<file path="config.mk">
export PLATFORM = sky130hd
export DESIGN_NAME = seq_assign_sched_flat
export DESIGN_NICKNAME = d
export VERILOG_FILES = /design/src/rtl/seq_assign_sched_if.sv /design/src/rtl/seq_assign_sched.sv /design/src/flat_wrapper.sv
export SDC_FILE = /design/constraint.sdc
export NUM_CORES = 1
export LEC_CHECK = 0
export BUFFER_PORTS_ARGS = -buffer_cell sky130_fd_sc_hd__clkbuf_2
export CAP_MARGIN = 20
export CORE_ASPECT_RATIO = 0.7
export CORE_MARGIN = 2
export CORE_UTILIZATION = 32
export CTS_CLUSTER_DIAMETER = 50
export CTS_CLUSTER_SIZE = 24
export DETAILED_ROUTE_END_ITERATION = 7
export GPL_TIMING_DRIVEN = 1
export PLACE_DENSITY_LB_ADDON = 0.2
export SLEW_MARGIN = 30
export SYNTH_ARGS = -nofsm -noshare
export SYNTH_HDL_FRONTEND = slang
export SYNTH_SLANG_ARGS = --single-unit
export TNS_END_PERCENT = 30
</file>
<file path="constraint.sdc">
create_clock -name clk -period 4.8 [get_ports clk]
set_clock_uncertainty 0.1 [all_clocks]
set_input_delay 0.24 -clock clk [delete_from_list [all_inputs] [get_ports clk]]
set_output_delay 0.24 -clock clk [all_outputs]
set_load 0.05 [all_outputs]
</file>
<file path="src/rtl/seq_assign_sched_if.sv">
`default_nettype none
// ============================================================================
//  Module      : seq_assign_sched_if
//  Description : Configuration, control and result bundle for the
//                sequential/concurrent assignment scheduler.
//                master : drives cfg_*, mode, start, abort; observes out,
//                         busy, done.
//                slave  : the scheduler side.
//  Revision    : 1.0 - initial release
// ============================================================================
interface seq_assign_sched_if #(
   parameter int CH = 3,
   parameter int W  = 1,
   parameter int DW = 4
) ();
   localparam int CHW = (CH > 1) ? $clog2(CH) : 1;

   logic            cfg_we;
   logic [CHW-1:0]  cfg_ch;
   logic [W-1:0]    cfg_val;
   logic [DW-1:0]   cfg_dly;
   logic            mode;
   logic            start;
   logic            abort;
   logic [CH*W-1:0] out;
   logic            busy;
   logic            done;

   modport master (
      output cfg_we, cfg_ch, cfg_val, cfg_dly, mode, start, abort,
      input  out, busy, done
   );

   modport slave (
      input  cfg_we, cfg_ch, cfg_val, cfg_dly, mode, start, abort,
      output out, busy, done
   );
endinterface
`default_nettype wire

</file>
<file path="src/rtl/seq_assign_sched.sv">
`default_nettype none
// ============================================================================
//  Module      : seq_assign_sched
//  Description : Applies a per-channel value after a per-channel delay.
//                mode 0 : channels update one after another, delays add up.
//                mode 1 : all delays count from the launch edge.
//  Ports       : clk        - clock, rising edge
//                rst        - synchronous active-high reset
//                bus.cfg_*  - value/delay register write (IDLE only)
//                bus.mode   - 0 sequential, 1 concurrent (latched at start)
//                bus.start  - launch request
//                bus.abort  - stop an active run
//                bus.out    - CH*W channel outputs, channel k at [k*W +: W]
//                bus.busy   - run active
//                bus.done   - one-cycle completion pulse
//  Revision    : 1.0 - initial release
// ============================================================================
module seq_assign_sched #(
   parameter int CH = 3,
   parameter int W  = 1,
   parameter int DW = 4
) (
   input  logic               clk,
   input  logic               rst,
   seq_assign_sched_if.slave  bus
);
   localparam int CHW = (CH > 1) ? $clog2(CH) : 1;

   localparam logic [CHW-1:0] IDX_LAST = CHW'(CH - 1);
   localparam logic [CHW-1:0] IDX_ONE  = CHW'(1);
   localparam logic [CHW:0]   CH_LIM   = (CHW+1)'(CH);
   localparam logic [DW:0]    CNT_ONE  = (DW+1)'(1);

   typedef enum logic [1:0] {
      S_IDLE    = 2'd0,
      S_RUN_SEQ = 2'd1,
      S_RUN_PAR = 2'd2,
      S_DONE    = 2'd3
   } state_t;

   state_t           state_q;
   logic [CH*W-1:0]  out_q;
   logic             busy_q;
   logic             done_q;
   logic [DW:0]      cnt_q;   // one extra bit so a full 2^DW count never wraps
   logic [CHW-1:0]   idx_q;
   logic [W-1:0]     val_q [CH];
   logic [DW-1:0]    dly_q [CH];

   logic [DW-1:0]    max_dly;
   logic [DW-1:0]    cur_dly;

   // Largest programmed delay marks the final edge of a concurrent run.
   always_comb begin
      max_dly = '0;
      for (int k = 0; k < CH; k++) begin
         if (dly_q[k] > max_dly) max_dly = dly_q[k];
      end
   end

   // Delay of the channel currently being serviced in a sequential run.
   always_comb begin
      cur_dly = '0;
      for (int k = 0; k < CH; k++) begin
         if (idx_q == CHW'(k)) cur_dly = dly_q[k];
      end
   end

   always_ff @(posedge clk) begin
      if (rst) begin
         state_q <= S_IDLE;
         out_q   <= '0;
         busy_q  <= 1'b0;
         done_q  <= 1'b0;
         cnt_q   <= '0;
         idx_q   <= '0;
         for (int k = 0; k < CH; k++) begin
            val_q[k] <= '0;
            dly_q[k] <= '0;
         end
      end else begin
         case (state_q)
            S_IDLE: begin
               done_q <= 1'b0;
               if (bus.start) begin
                  // A launch takes precedence over a config write in the same cycle.
                  cnt_q   <= '0;
                  idx_q   <= '0;
                  busy_q  <= 1'b1;
                  state_q <= bus.mode ? S_RUN_PAR : S_RUN_SEQ;
               end else if (bus.cfg_we && ({1'b0, bus.cfg_ch} < CH_LIM)) begin
                  for (int k = 0; k < CH; k++) begin
                     if (bus.cfg_ch == CHW'(k)) begin
                        val_q[k] <= bus.cfg_val;
                        dly_q[k] <= bus.cfg_dly;
                     end
                  end
               end
            end

            S_RUN_SEQ: begin
               if (bus.abort) begin
                  // Any update due on this edge is dropped.
                  busy_q  <= 1'b0;
                  state_q <= S_IDLE;
               end else if (cnt_q == {1'b0, cur_dly}) begin
                  for (int k = 0; k < CH; k++) begin
                     if (idx_q == CHW'(k)) out_q[k*W +: W] <= val_q[k];
                  end
                  cnt_q <= '0;
                  if (idx_q == IDX_LAST) begin
                     busy_q  <= 1'b0;
                     done_q  <= 1'b1;
                     state_q <= S_DONE;
                  end else begin
                     idx_q <= idx_q + IDX_ONE;
                  end
               end else begin
                  cnt_q <= cnt_q + CNT_ONE;
               end
            end

            S_RUN_PAR: begin
               if (bus.abort) begin
                  busy_q  <= 1'b0;
                  state_q <= S_IDLE;
               end else begin
                  for (int k = 0; k < CH; k++) begin
                     if ({1'b0, dly_q[k]} == cnt_q) out_q[k*W +: W] <= val_q[k];
                  end
                  if (cnt_q == {1'b0, max_dly}) begin
                     busy_q  <= 1'b0;
                     done_q  <= 1'b1;
                     state_q <= S_DONE;
                  end
                  cnt_q <= cnt_q + CNT_ONE;
               end
            end

            S_DONE: begin
               done_q  <= 1'b0;
               state_q <= S_IDLE;
            end

            default: begin
               busy_q  <= 1'b0;
               done_q  <= 1'b0;
               state_q <= S_IDLE;
            end
         endcase
      end
   end

   assign bus.out  = out_q;
   assign bus.busy = busy_q;
   assign bus.done = done_q;

endmodule
`default_nettype wire

</file>
<file path="src/flat_wrapper.sv">
// flat-port wrapper written by rule: the top's interface ports become plain ports
module seq_assign_sched_flat 
#(
   parameter int CH = 3,
   parameter int W  = 1,
   parameter int DW = 4
)
  (clk, rst, bus_cfg_we, bus_cfg_ch, bus_cfg_val, bus_cfg_dly, bus_mode, bus_start, bus_abort, bus_out, bus_busy, bus_done);
  seq_assign_sched_if #(.CH(CH), .W(W), .DW(DW)) bus_i ();
  input  logic clk;
  input  logic rst;
  input wire logic [$bits(bus_i.cfg_we)-1:0] bus_cfg_we;
  input wire logic [$bits(bus_i.cfg_ch)-1:0] bus_cfg_ch;
  input wire logic [$bits(bus_i.cfg_val)-1:0] bus_cfg_val;
  input wire logic [$bits(bus_i.cfg_dly)-1:0] bus_cfg_dly;
  input wire logic [$bits(bus_i.mode)-1:0] bus_mode;
  input wire logic [$bits(bus_i.start)-1:0] bus_start;
  input wire logic [$bits(bus_i.abort)-1:0] bus_abort;
  output wire logic [$bits(bus_i.out)-1:0] bus_out;
  output wire logic [$bits(bus_i.busy)-1:0] bus_busy;
  output wire logic [$bits(bus_i.done)-1:0] bus_done;
  assign bus_i.cfg_we = bus_cfg_we;
  assign bus_i.cfg_ch = bus_cfg_ch;
  assign bus_i.cfg_val = bus_cfg_val;
  assign bus_i.cfg_dly = bus_cfg_dly;
  assign bus_i.mode = bus_mode;
  assign bus_i.start = bus_start;
  assign bus_i.abort = bus_abort;
  assign bus_out = bus_i.out;
  assign bus_busy = bus_i.busy;
  assign bus_done = bus_i.done;
  seq_assign_sched #(.CH(CH), .W(W), .DW(DW)) u_core (.clk(clk), .rst(rst), .bus(bus_i));
endmodule
</file>
After elaboration in Yosys (flattened, before gate mapping)
Memory sizes are Yosys's and may differ from the RTL's.
Index checks and enable logic that the tools add are counted.
{"block": "totals", "register_bits": 14, "ram_bits": 15, "in_bits": 13, "out_inout_bits": 5, "wordCells": 138, "memories": 2}
{"memory": "u_core.dly_q", "words": 3, "width": 4, "read_ports": 3, "rd_clocked_by_memory_dff": 0, "wr": 3, "line": "seq_assign_sched.sv:48", "text": "logic [DW-1:0] dly_q [CH];"}
{"memory": "u_core.val_q", "words": 3, "width": 1, "read_ports": 3, "rd_clocked_by_memory_dff": 0, "wr": 3, "line": "seq_assign_sched.sv:47", "text": "logic [W-1:0] val_q [CH];"}
{"block": "op_classes", "add_sub_neg": 2, "magnitude_cmp": 4, "n_eq_ne": 27, "n_mux": 73, "bitwise_logic": 6, "reduce_logical": 16}
{"op": "$mux W1", "n": 40}
{"op": "$mux W4", "n": 9}
{"op": "$mux W2", "n": 11}
{"op": "$mux W5", "n": 4}
{"op": "$reduce_and A6 Y1", "n": 3}
{"op": "$ne A2 B1 Y1 const B", "n": 8}
{"op": "$eq A4 B5 Y1", "n": 3}
{"op": "$pmux W5 S3", "n": 1}
{"op": "$reduce_and A5 Y1", "n": 3}
{"op": "$eq A5 B4 Y1", "n": 2}
{"op": "$mux W3", "n": 3}
{"op": "$ne A3 B2 Y1 const B", "n": 3}
{"op": "$eq A2 B2 Y1 const B", "n": 4}
{"op": "$gt A4 B4 Y1", "n": 2}
{"op": "$ne A2 B2 Y1 const B", "n": 4}
{"op": "$pmux W2 S4", "n": 1}
{"op": "$reduce_and A4 Y1", "n": 2}
{"op": "$eq A2 B1 Y1 const B", "n": 3}
{"op": "$logic_not A2 Y1", "n": 3}
{"op": "$or A1 B1 Y1", "n": 6}
{"op": "$pmux W1 S3", "n": 2}
{"op": "$pmux W3 S2", "n": 1}
{"op": "$add A5 B1 Y5 const B", "n": 1}
{"op": "$gt A4 B1 Y1 const B", "n": 1}
{"op": "other kinds (7)", "n": 8}

Logic depth before layout (Yosys ltp)
{"block": "logic_depth", "depth_word": 10, "mapped_depth": 15, "mapped_depth_nobuf": 14}

Worst setup path after synthesis
No wires, ideal clock.
{"block": "synth_timing", "path_kind": "flip-flop to flip-flop", "startpoint": "mem u_core.dly_q[1][3], in the netlist u_core.dly_q[0][7]", "endpoint": "reg u_core.busy_q, in the netlist u_core.bus.busy", "setup_ps": 123, "arrival_ps": 3976, "t_required_ps": 4577, "path_slack_ps": 600, "path_stages_with_launch": 15, "n_path_buf": 1, "synth_period_minus_slack_ps": 4200, "path_cell_list": "edfxtp_1 ha_1 or3_4 o221ai_4 mux2_2 ha_1 nand4_1 o41ai_2 or2_2 buf_2 a21oi_1 xor2_1 or4b_4 a2111oi_4 mux2_1"}
{"element": "start, declared", "line": "seq_assign_sched.sv:48"}
{"element": "end signal, assigned", "line": "seq_assign_sched.sv:73", "text": "busy_q <= 1'b0;"}
{"element": "end signal, assigned", "line": "seq_assign_sched.sv:89", "text": "busy_q <= 1'b1;"}
{"element": "end signal, assigned", "line": "seq_assign_sched.sv:104", "text": "busy_q <= 1'b0;"}
{"element": "end, declared", "line": "seq_assign_sched.sv:43", "text": "logic busy_q;"}

==> results.json <==
{
  "start_util_pct": 33.8,
  "clock-sinks": 29,
  "synth.largest_area_cell": "sky130_fd_sc_hd__edfxtp_1",
  "postPlaceCellArea_sq_um": 2250,
  "cts-buffers-inserted": 5,
  "max_cap_violations": 0,
  "maxSlewHeadroom_pct": 57.2,
  "compound_gate_fraction_of_synth_area_pct": 15.0,
  "power_frac_seq_pct": 30.7,
  "floorplan.rows": 24,
  "hpwlAfterDp_um": 3610,
  "crit_end": "u_core.bus.busy$_SDFFE_PP0P_",
  "layout-drive-gt1-share_pct": 14.8,
  "slew_viol_final": 0,
  "mapped_area_sq_um": 2150,
  "fin_total_pwr_mw": 1.08,
  "setup.worst_path.class": "reg2reg",
  "drtIter0Drc": 76,
  "cts.repair.resized": 0,
  "period_share_pct": 93.5,
  "cts_tree": "built",
  "clkPwrFrac_pct": 24.1,
  "netSwitchingPower_mw": 0.434,
  "drtPass1Iterations": 4,
  "multiInputGateArea_sq_um": 1260,
  "leakage_nw": 0.976,
  "cts_max_level": 2,
  "sequential_cell_area_fraction_in_the_yosys_report_pct": 33.9,
  "floorplan.io_pins": 18,
  "synth_top_family_by_area": "simple AND/OR/NAND/NOR gates",
  "wl_per_cell_um": 14.1,
  "final_nets": 265,
  "worstReg2RegEnd": "u_core.bus.busy$_SDFFE_PP0P_",
  "switching_fraction_of_total_power_pct": 40.2,
  "ff_latch_area_sq_um": 731,
  "min-delay-path-class": "in2reg",
  "clk_latency_ns": 0.29,
  "finalInstanceArea_sq_um": 2360,
  "gr_ovfl_total": 0,
  "grt_max_degree": 21,
  "cp_data_arrival_time_ns": 4.57,
  "global_route.usage.total_pct": 14.0,
  "insertedDiodeCount": 0,
  "netlist-cell-type-count": 45,
  "synth-seq-cells": 29,
  "rr_worst_depth": 14,
  "finalHoldViolations": 0,
  "tightestPinTransition_ns": 0.641,
  "ff2ff_setup_slack_ns": 0.31,
  "reg2reg_from": "u_core.dly_q[0][3]$_DFFE_PP_",
  "synth.mux.area_fraction_pct": 6.16,
  "synth.area.top_cells": "sky130_fd_sc_hd__edfxtp_1 21%, sky130_fd_sc_hd__dfxtp_1 13%, sky130_fd_sc_hd__ha_1 9.3%",
  "crit_path_start": "u_core.dly_q[0][3]$_DFFE_PP_",
  "detailroute.via_count": 1589,
  "syn_nets": 250,
  "grt_setup_unrepaired": "no",
  "vdd.ir_drop.worst_v": 0.000228,
  "comb_power_share_pct": 45.3,
  "postCtsSetupBuffers": 0,
  "synth_fa_ha_area_share_pct": 9.30,
  "max_freq_ghz": 0.223,
  "ctsRootBufferMaster": "sky130_fd_sc_hd__clkbuf_8",
  "grt_first_pass_wirelength_um": 7800,
  "required_ns": 4.88,
  "flow.area_growth_from_synthesis_pct": 9.47,
  "routability_driven_placement_congestion_ratio": 0.788,
  "grt_antenna_before_repair": 0,
  "synth_top_area_share_pct": 20.9,
  "ctsLongestPathBuffers": 2,
  "internal-power_mw": 0.646,
  "fp.dieW_um": 102,
  "synth_simple_gate_area_share_pct": 19.7,
  "residual_antenna_violating_net_count_after_detailed_routing": 0,
  "floorplan.die.height_um": 72.6,
  "worst_setup_path_end_kind": "flop",
  "post-route-drc-count": 0,
  "drt_total_wl_um": 4630,
  "setup_viol": 0,
  "syn-mean-instance-area_sq_um": 9.74,
  "timing.final.crit_period_ns": 4.49,
  "critPathMaxFanout": 5,
  "clk_transition_reported_paths_ns": 0.07,
  "n_fill_cell": 661,
  "synthesis.yosys.warnings": 0,
  "first_global_vias": 1549,
  "cts_stage_hold_buffer_count": 0,
  "tns_setup_ns": 0,
  "die-area_sq_um": 7410,
  "synthesis.instances": 221,
  "core_region_area_sq_um": 6370,
  "place.port_buffers": 17,
  "power.density_nw_per_um2": 458,
  "status": "finished, final reports clean",
  "crit_path_start_kind": "flop",
  "via_per_inst": 4.84,
  "synthXorXnorAreaFrac_pct": 8.54
}
## worst min path at each step
stage                                       startpoint                             end  slack (ns)  cells after the start
final                                   bus_cfg_dly[2]   u_core.dly_q[0][10]$_DFFE_PP_        0.18                      2
after floorplan           u_core.val_q[0][0]$_DFFE_PP_  u_core.bus.out[0]$_SDFFE_PP0P_        0.35                      2
after global routing                    bus_cfg_dly[2]   u_core.dly_q[0][10]$_DFFE_PP_        0.19                      2
after CTS                               bus_cfg_dly[2]   u_core.dly_q[0][10]$_DFFE_PP_        0.18                      2
after detailed placement  u_core.bus.done$_SDFFE_PP0P_    u_core.bus.done$_SDFFE_PP0P_        0.37                      2
after global placement    u_core.bus.done$_SDFFE_PP0P_    u_core.bus.done$_SDFFE_PP0P_        0.37                      2
## Yosys cell counts, drive strengths merged
library cell / instances
a2111oi: 3
a211oi: 4
a21o: 4
a21oi: 11
a2bb2oi: 2
a311oi: 1
a31oi: 2
a41o: 1
and2: 6
and2b: 3
buf: 1
clkbuf: 8
dfxtp: 14
edfxtp: 15
ha: 16
inv: 14
mux2: 2
mux2i: 11
nand2: 15
nand2b: 3
nand3: 5
nand3b: 4
nand4: 5
nor2: 19
nor2b: 6
nor3: 8
nor4: 1
o2111ai: 2
o21a: 3
o21ai: 2
o221ai: 1
o31ai: 2
o41ai: 1
or2: 1
or3: 3
or4b: 1
xnor2: 11
xor2: 10
## logic make-up after synthesis
group | Yosys count
flops | 29
compound gates | 39
fa+ha+maj | 16
mux | 13
buf+inv | 23
simple gates | 80
xor+xnor | 21
## power groups by stage
stage                     combinational (mW)  clock [mW]  sequential [mW]
final                                  0.489       0.260            0.331
after global routing                   0.549       0.276            0.336
after CTS                              0.492       0.265            0.331
after detailed placement               0.488           0            0.336
after global placement                 0.491           0            0.336
after floorplan                        0.369           0            0.364
## layout make-up
cell class / instances / area share, %
Clock buffer: 5 / 2.92
Sequential cell: 29 / 31.0
Tap cell: 91 / 4.83
Inverter: 14 / 2.23
Clock inverter: 3 / 1.75
Timing Repair Buffer: 17 / 3.61
Multi-Input combinational cell: 169 / 53.7
## metal layers
metal	vias up	wire, um	track usage, %
li1	814	-	-
met1	749	2590	20.8
met2	21	1850	19.8
met3	5	163	4.60
met4	0	27	2.67
met5	-	0	0
## layout by cell type (no fill, tap or decap), drive strengths merged, types with 2 or more instances in the layout
cell	netlist	routed
nand3b	4	4
o2111ai	2	2
clkbuf	8	22
a21o	4	4
nand2	15	15
and2	6	6
mux2i	11	11
a211oi	4	4
xnor2	11	11
a31oi	2	2
and2b	3	3
nand2b	3	3
nor2	19	19
mux2	2	2
nand3	5	5
dfxtp	14	14
o21a	3	3
o31ai	2	2
nor3	8	8
a2111oi	3	3
or3	3	3
nand4	5	5
inv	14	14
xor2	10	10
nor2b	6	6
ha	16	16
a2bb2oi	2	2
edfxtp	15	15
o21ai	2	2
a21oi	11	11
## worst max-delay path: stages (launching register included)
cell and delay, ns:
sky130_fd_sc_hd__edfxtp_1 0.42, sky130_fd_sc_hd__inv_1 0.06, sky130_fd_sc_hd__ha_1 0.24, sky130_fd_sc_hd__or3_4 0.39
sky130_fd_sc_hd__o221ai_4 0.25, sky130_fd_sc_hd__mux2i_1 0.35, sky130_fd_sc_hd__ha_1 0.30, sky130_fd_sc_hd__nor2b_1 0.14
sky130_fd_sc_hd__o41ai_2 0.34, sky130_fd_sc_hd__or2_2 0.24, sky130_fd_sc_hd__mux2i_1 0.22, sky130_fd_sc_hd__xnor2_1 0.08
sky130_fd_sc_hd__or4b_4 0.54, sky130_fd_sc_hd__a2111oi_4 0.36, sky130_fd_sc_hd__mux2_1 0.34
## flip-flops by register name, indices dropped and copies added (netlist names)
register,count
u_core.cnt_q,5
u_core.idx_q,2
u_core.bus.done,1
u_core.bus.busy,1
u_core.state_q,2
u_core.dly_q,12
u_core.val_q,3
u_core.bus.out,3
## per-stage QoR
step / utilization [%] / hold WS, ns / cells / setup WS [ns]
3_5_place_dp: 35.3 / 0.366 / 320 / 0.321
3_3_place_gp: 35.3 / 0.366 / 320 / 0.376
4_1_cts: 37.0 / 0.179 / 328 / 0.299
6_report: 37.0 / 0.180 / 328 / 0.313
2_1_floorplan: - / 0.353 / 221 / 0.600
5_1_grt: 37.0 / 0.192 / 328 / 0.113
(Power assumes the default switching activity.)
